<file path="src/rtl/adder_pkg.sv">
// adder_pkg: FSM state encoding, clog2 helper and default operand width shared by adder consumers
package adder_pkg;
  typedef enum logic [1:0] {IDLE = 2'd0, ACCUM = 2'd1, DONE = 2'd2} state_t;
  localparam int C_WIDTH_DEF = 4;
  function automatic int clog2(input int v);
    int r;
    r = 0;
    for (int i = 0; i < 32; i++) if ((1 << r) < v) r++;
    return r;
  endfunction
endpackage

</file>
<file path="src/rtl/adder_result_accumulator.sv">
// adder_result_accumulator: sums frames of adder results onto a registered valid/ready output
// Optional ACC_SATURATE_EN: clamp the frame total at all-ones on overflow instead of wrapping.
module adder_result_accumulator
  import adder_pkg::*;
#(
  parameter int C_WIDTH     = C_WIDTH_DEF,
  parameter int C_COUNT     = 8,
  parameter int C_ACC_WIDTH = 8
) (
  input  logic                        clk,
  input  logic                        reset,
  input  logic                        clear,
  input  logic                        s_valid,
  output logic                        s_ready,
  input  logic [C_WIDTH:0]            s_data,
  input  logic                        s_last,
  output logic                        m_valid,
  input  logic                        m_ready,
  output logic [C_ACC_WIDTH-1:0]      m_sum,
  output logic [clog2(C_COUNT):0]     m_count,
  output logic                        m_ovf
);
  localparam int CW = clog2(C_COUNT) + 1;
  state_t state, state_nxt;
  logic [C_ACC_WIDTH-1:0] acc, acc_nxt;
  logic [CW-1:0] cnt, cnt_base, cnt_nxt;
  logic ovf, ovf_nxt, accept, final_beat;
  logic [C_ACC_WIDTH:0] sum;
  // IDLE acceptance starts a fresh frame, so stale acc/cnt/ovf are masked rather than cleared
  always_comb begin
    accept     = s_valid && s_ready;
    cnt_base   = state == IDLE ? '0 : cnt;
    final_beat = s_last || cnt_base == CW'(C_COUNT - 1);
    sum        = (state == IDLE ? '0 : {1'b0, acc}) + (C_ACC_WIDTH + 1)'(s_data);
    ovf_nxt    = (state != IDLE && ovf) || sum[C_ACC_WIDTH];
    cnt_nxt    = cnt_base + 1'b1;
`ifdef ACC_SATURATE_EN
    acc_nxt    = ovf_nxt ? '1 : sum[C_ACC_WIDTH-1:0];
`else
    acc_nxt    = sum[C_ACC_WIDTH-1:0];
`endif
  end
  always_ff @(posedge clk or negedge reset)
    if (!reset) state <= IDLE;
    else state <= state_nxt;
  always_comb
    state_nxt = clear ? IDLE :
                state == DONE ? (m_ready ? IDLE : DONE) :
                accept ? (final_beat ? DONE : ACCUM) : state;
  always_comb begin
    s_ready = reset && !clear && state != DONE;
    m_valid = state == DONE;
  end
  always_ff @(posedge clk or negedge reset)
    if (!reset) begin
      acc     <= '0;
      cnt     <= '0;
      ovf     <= 1'b0;
      m_sum   <= '0;
      m_count <= '0;
      m_ovf   <= 1'b0;
    end else if (clear) begin
      acc <= '0;
      cnt <= '0;
      ovf <= 1'b0;
    end else if (accept) begin
      acc <= acc_nxt;
      cnt <= cnt_nxt;
      ovf <= ovf_nxt;
      if (final_beat) begin
        m_sum   <= acc_nxt;
        m_count <= cnt_nxt;
        m_ovf   <= ovf_nxt;
      end
    end
endmodule

</file>
<file path="config.mk">
export PLATFORM = sky130hd
export DESIGN_NAME = adder_result_accumulator
export DESIGN_NICKNAME = d
export VERILOG_FILES = /design/src/rtl/adder_pkg.sv /design/src/rtl/adder_result_accumulator.sv
export SDC_FILE = /design/constraint.sdc
export NUM_CORES = 1
export LEC_CHECK = 0
export BUFFER_PORTS_ARGS = -buffer_cell sky130_fd_sc_hd__buf_4
export CAP_MARGIN = 0
export CORE_AREA = 4 4 59 61
export DETAILED_ROUTE_END_ITERATION = 16
export DIE_AREA = 0 0 63 65
export GPL_TIMING_DRIVEN = 0
export PLACE_DENSITY = 0.77
export RECOVER_POWER = 50
export SLEW_MARGIN = 20
export SYNTH_ARGS = -nofsm -noshare
export SYNTH_HDL_FRONTEND = slang
export SYNTH_SLANG_ARGS = --single-unit
</file>
<file path="constraint.sdc">
create_clock -name clk -period 3.25 [get_ports clk]
set_input_delay 0.4875 -clock clk [delete_from_list [all_inputs] [get_ports clk]]
set_output_delay 0.4875 -clock clk [all_outputs]
set_load 0.02 [all_outputs]
</file>
==> results list, run 1 <==
- Run status: complete, no violations
* Post-synthesis instance area: 1600 sq um
- Clock slew seen by the registers of the worst setup and hold paths: 0.16 ns
- The longest clock path from root to sink contains 2 buffers.
- Core Region: 2980 sq um
- Most used flip-flop cell after synthesis: dfrtp_1
- The path class of the tightest hold or removal check is input port to asynchronous set/reset pin.
* Fraction of registers with async set/reset: 100%
- CTS saw 28 sinks.
* Endpoint required time on the critical path: 3.47 ns
- Sorting the synthesized cells by how often they occur yields dfrtp_1, o21ai_0, nand2_1, a21oi_1, mux2_2.
- Buffers added to address setup during post-CTS repair amount to 0.
- After detailed routing, the number of remaining DRC violations is 0.
* Number of design-rule violations left by the first detailed-router iteration: 42
* Post-route antenna net violation count: 0
- Global route overflow: 0
- The critical path in this run is classified as flop to flop.
* Leak: 0.000859 uW
- Detailed placement finished with a half-perimeter wire length of 2630 microns.
- The synthesized design contains 28 register bits.
- Count of antenna diodes in the layout: 0
- Gr usage total: 18.4%
* Highest attainable clock frequency: 372 MHz
* Antenna violations before repair: 0
- Pwr/cell area: 428 nW/um^2
* Fraction of the yosys area taken by sequential cells: 43.8%
- First-pass GRT wire length: 5940 microns
- Number of top-level design ports: 26
- After the last flow step, the layout net total stands at 207.
- Between clock sinks in the finished design, the worst skew comes to 0.00499 ns.
- Gate Count Post-Synth: 160
* Mean cell area of the mapped netlist: 10.0 sq um
* Pin count of the biggest net entering global routing: 32
* Smallest hold slack: 0.0385 ns
- RSZ-0062 raised after global routing: false
- Share of final-layout standard cells stronger than drive strength 1: 20.7%
- Synth-to-Final Area Change: 15.5%
- Worst-path fanout max: 10
- Dominant cell by count in the synthesized netlist: dfrtp_1
* Port Buffers: 24
- The first detailed-routing pass took 5 iterations.
- Cells along the critical path: or2_2, buf_4, and2_1, ha_1, fa_1, a211oi_1, nor2_1, o2111ai_1, a31oi_1
- Post-synth EDFFs: 0
- Buffers & Inverters on Critical Path: 1
* Normalized max-slew margin: 68.6%
- Final routed wire length divided by cell count: 16.1 microns
* Initial Utilization: 53.7%
- Detailed Route WL: 3550 microns
- CTS built an H-tree with a depth of 1.
* Count of final max-slew check failures: 0
* Vias after detailed routing: 1313
- Routability-driven placement finished with a final weighted congestion of 0.829.
- The filler cells instantiated in the layout total 268.
* TritonCTS buffer count: 3
* Final hold violation count: 0
- CP Launch Type: flop
- Count of distinct cell types in the synthesized netlist: 42
* Count of warnings emitted by yosys: 0
* Part of the cycle the worst path needs: 82.7%
- Arrival time at the worst endpoint: 2.91 ns
- Summed over all instances, the cell type with the most area after synthesis is dfrtp_1.
- Category of cells accounting for the largest share of critical-path delay: adder cells
- Via count of the first global-routing pass: 1300
- Post-CTS resize count: 0
* Clock tree from TritonCTS: done
- Highest cell delay on the worst timing path: 0.47 ns
* Final sum of negative setup slack: 0 ns
- Floorplan die height: 65 microns
* Worst Tran Pin Value: 0.469 ns
- Using the TritonRoute via totals, the vias-per-cell ratio works out to 5.94.
- Setup-failing EPs final: 0
- STA classifies the critical path endpoint as a flop.
- Max-capacitance violation count: 0
- The floorplan has 20 rows.
* Horiz. Die Dim: 63 microns
- Top cells by area in the synthesized netlist: dfrtp_1, mux2_2, o21ai_0
- Clock latency on the worst-skew pair, taken at its later pin, is 0.34 ns.
- Final critical-path required period: 2.69 ns
- Hold-fix buffer count after cts: 0
- The completed layout was analyzed and its total power is 791 uW.
- Largest voltage drop on the vdd net: 0.000270 V
- The die covers 4100 sq um.
- The slowest stage of the critical path is the dfrtp_1 cell.
* Clock root buffer: clkbuf_4
- Counting every net in the synthesized netlist gives 178.
- Fraction of post-synthesis cell area in the top cell type by area: 43.8%
## logic make-up after synthesis
kind of cell,count (synthesis),share of synthesized area (%)
adders and majority gates,7,5.94
muxes,8,5.63
DFF,28,43.8
AOI/OAI and AO/OA,48,19.2
xor gates and xnor gates,5,2.74
and+or+nand+nor,54,19.6
buffers and inverters,10,3.05
## stage by stage
stage	cell area [sq um]	util [%]	worst slack (ns)	cells
after global placement	1820	61.2	0.596	217
after detailed placement	1820	61.2	0.603	217
after CTS	1870	62.9	0.574	221
after floorplan	1600	-	0.809	160
after global routing	1850	62.1	0.410	221
final	1850	62.1	0.564	221
## state kept, by name, indices dropped and copies added, names as in the netlist
register,count
m_count,4
ovf,1
state,2
cnt,4
acc,8
m_ovf,1
m_sum,8
## report_power, final
group          internal [uW]  switching, uW
combinational           65.5           96.8
sequential               378           16.1
clock                    125            110
## final timing paths
kind,from,endpoint,slack (ns),depth (start not counted)
setup reg to reg,state[1],m_ovf,0.56,9
min in group clk,m_ready,state[1],0.31,2
max in group asynchronous,reset,m_sum[5],2.92,1
setup / recovery,state[1],m_ovf,0.56,9
hold / removal,reset,cnt[1],0.04,1
hold reg to reg,ovf,ovf,0.51,1
## cell type report
type	count	area, sq um	area share, %
Tap cell	33	41.3	2.23
Clock inverter	1	30.0	1.62
Multi-Input combinational cell	122	851	46.0
Buffer	4	26.3	1.42
Sequential cell	28	701	37.9
Inverter	6	22.5	1.22
Timing Repair Buffer	24	154	8.33
Clock buffer	3	22.5	1.22
## layout by cell type, fill, tap and decap left out, types with 3 or more instances in the layout
master    instances
o21ai_0          16
clkbuf_1          8
mux2_2            8
buf_4            20
nor2b_1           4
clkbuf_4          3
a31oi_1           3
ha_1              6
a21oi_1           9
xor2_1            3
and2_1            7
nand2_1          15
nand3_1           6
o31ai_1           6
nor2_1            7
dfrtp_1          28
inv_1             6
a21o_1            3
## routing by layer
layer  vias up  global-route usage [%]  share of wire, %
li1        633                       -                 -
met1       645                    22.9                44
met2        28                    33.1                51
met3         7                    2.95               3.2
met4         0                    4.96               1.5
met5         -                       0                 0
Note: power is estimated with default switching activity, not from simulation.
==> inputs of run 2 (changes only) <==
==> constraint.sdc (replaced) <==
create_clock -name clk -period 2.8 [get_ports clk]
set_input_delay 0.42 -clock clk [delete_from_list [all_inputs] [get_ports clk]]
set_output_delay 0.42 -clock clk [all_outputs]
set_load 0.02 [all_outputs]
==> run 2 against run 1 <==
  * Maximum frequency is 0.88% higher
  * Critical path type unchanged
  * Sequential power increased by 16%
  * Largest cell class unchanged
  * Clock-buffer cell count is the same
==> results list, run 2 (same netlist as run 1, synthesis figures left out) <==
- Antenna violations before repair: 0 (unchanged)
* Met3 layer usage reported by global route: 2.95% (unchanged)
- The total of buffers placed on input and output ports is 24 (unchanged).
* Pin count of the biggest net entering global routing: 32 (unchanged)
* TritonCTS buffer count: 3 (unchanged)
- The minimum setup slack after placement came to 0.153 ns (-0.450 ns).
- The final critical-path setup slack was 0.137 ns (-0.427 ns).
- Largest voltage drop on the vdd net: 0.000314 V (+16%)
- Count of final max-slew check failures: 0 (unchanged)
* Endpoint required time on the critical path: 3.05 ns (-0.42 ns)
* Postcts setup bufs: 0 (unchanged)
- Die outline area: 4100 sq um (unchanged)
* Worst setup path class: flop to flop
- Smallest hold slack: 0.238 ns (+0.199 ns)
* Number of detailed-routing iterations run before antenna repair: 4 (-1)
* Detailed placer's ending HPWL: 2630 microns (unchanged)
- The clock edge transition at the registers on the reported setup and hold paths is 0.16 ns (about the same).
- Worst min-delay path category: input port to flop
- Vias after detailed routing: 1307 (-0.46%)
- Maximum clock insertion buffer count: 2 (unchanged)
- The number of vias per cell after detailed routing was 5.89 (-0.91%).
- Number of design-rule violations left by the first detailed-router iteration: 43 (+2.4%)
* Number of top-level design ports: 26 (unchanged)
- The number of global-route vias before repair is 1303 (+0.23%).
- Combined area of the multi-input logic cells: 857 sq um (+0.74%)
* Layout filler cell count: 265 (-1.1%)
* Final routed wire length divided by cell count: 16.0 microns (-0.39%)
- Floorplan die height: 65 microns (unchanged)
- Commonest non-fill, non-tap cell in the layout: dfrtp_1
- H-Tree Depth: 1 (unchanged)
- The worst setup path is launched from a flop.
- Commonest cells after routing, fill and taps aside: dfrtp_1, buf_4, o21ai_0
- Flip-flop and latch area: 702 sq um (+0.18%)
* Startpoint of the worst hold path: m_ready
- The die outline width came to 63 microns (unchanged).
- Met2 track demand over resource: 33.1% (unchanged)
- In this run the clock root is driven by a clkbuf_4.
- First-pass GRT wire length: 5940 microns (unchanged)
* Normalized max-slew margin: 68.7% (+0.11 points)
- The number of sinks driven by the clock tree was 28 (unchanged).
- TritonCTS built the clock tree.
- The peak per-stage delay on the critical path is 0.48 ns (about the same).
- Slowest cell on the critical path: dfrtp_2
* Post-route antenna net violation count: 0 (unchanged)
- In this run the critical register-to-register path is launched from state[1].
- Worst-path fanout max: 10 (unchanged)
* RSZ-0062 raised after global routing: false
- Final sum of negative setup slack: 0 ns (unchanged)
- The core region area was 2980 sq um (unchanged).
* Final net count: 208 (+0.48%)
- Clock latency at the later pin of the worst-skew pair: 0.34 ns (about the same)
* Setup Skew: 0.00510 ns (+0.000108 ns)
- The combined global-route utilization of all metal layers came to 18.4% (unchanged).
- The layer flagged by global routing as most heavily used is met2.
- Leak: 0.000861 uW (+0.30%)
* Setup-failing EPs final: 0 (unchanged)
- Endpoint class of the critical path: flop
* Worst Tran Pin Value: 0.464 ns (-0.00433 ns)
* Initial Utilization: 53.7% (unchanged)
- Count of antenna diodes in the layout: 0 (unchanged)
* Share of final-layout standard cells stronger than drive strength 1: 21.7% (+0.95 points)
- Registers with the highest flip-flop counts: acc: 8 flops, m_sum: 8 flops
- The achievable clock frequency was 376 MHz (+0.88%).
- The total length of routed wires was 3550 microns (about the same).
- Final critical-path required period: 2.66 ns (-0.0234 ns)
- Post-detailed-route DRC marker count: 0 (unchanged)
- Final Wtd Congestion: 0.829 (unchanged)
- Run status: complete, no violations
- Max-capacitance violation count: 0 (unchanged)
* Fraction of met1 tracks used by global routing: 22.9% (unchanged)
- Row cnt: 20 (unchanged)
* Synth-to-Final Area Change: 16.6%
* Cells along the critical path: or2_2, buf_4, and2_1, ha_1, fa_1, a21oi_1, o21ai_0, nor2b_1, mux2_2
* Arrival time at the worst endpoint: 2.91 ns (about the same)
- The most critical setup path has its startpoint at state[1].
- The count of final hold-check violations was 0 (unchanged).
- The power density of the placed cells came to 493 nW/um^2 (+15%).
- Global route overflow: 0 (unchanged)
- The fraction of the cycle the final worst path needs was 95.1% (+12 points).
==> run 2: worst max-delay path, delay by kind of cell, from the launching register on <==
kind            cells  cell delay, ns
buf+inv             1            0.19
compound gates      2            0.33
mux                 1            0.27
flops               1            0.48
simple gates        3            0.66
fa+ha+maj           2            0.65
==> run 2: per-stage QoR <==
step / utilization (%) / total power [uW] / cell area [sq um] / std cells
floorplan: - / 576 / 1600 / 160
global placement: 61.2 / 661 / 1820 / 217
detailed placement: 61.2 / 668 / 1820 / 217
CTS: 63.3 / 937 / 1880 / 222
global route: 62.6 / 963 / 1870 / 222
finish: 62.6 / 919 / 1870 / 222
==> run 2: final timing paths <==
check                             end  slack (ns)  depth (start not counted)
hold reg to reg                   ovf        0.52                          1
setup reg to reg             m_sum[4]        0.14                          9
max in group asynchronous    state[1]        1.99                          2
hold / removal               state[1]        0.24                          2
setup / recovery             m_sum[4]        0.14                          9
min in group asynchronous  m_count[1]        0.51                          2
==> run 2: cell type report <==
| class | count | share of cell area, % |
|---|---|---|
| buffer | 4 | 1.41 |
| clock buffer | 3 | 1.21 |
| sequential | 28 | 37.6 |
| tap | 33 | 2.21 |
| multi-input combinational | 122 | 45.9 |
| clock inverter | 1 | 1.61 |
| inverter | 6 | 1.21 |
| timing repair buffer | 25 | 8.79 |
==> run 2: what timing repair did <==
| item | in CTS | in global routing |
|---|---|---|
| hold buffers | 1 | 0 |
| gates resized for setup | 0 | 2 |
| hold endpoints to repair | 28 | 0 |
| setup endpoints to repair | 0 | 2 |
==> run 2: metal layers <==
metal  wire length [microns]  vias to the layer above
met5                       0                        -
met3                     127                        7
met1                    1530                      632
li1                        -                      637
met2                    1840                       31
met4                      53                        0
==> run 2: report_power, final <==
part	switching [uW]	leakage [uW]	internal, uW
clock	128	0.0000279	145
sequential	18.6	0.000371	439
combinational	112	0.000463	77.0
total	259	0.000861	661
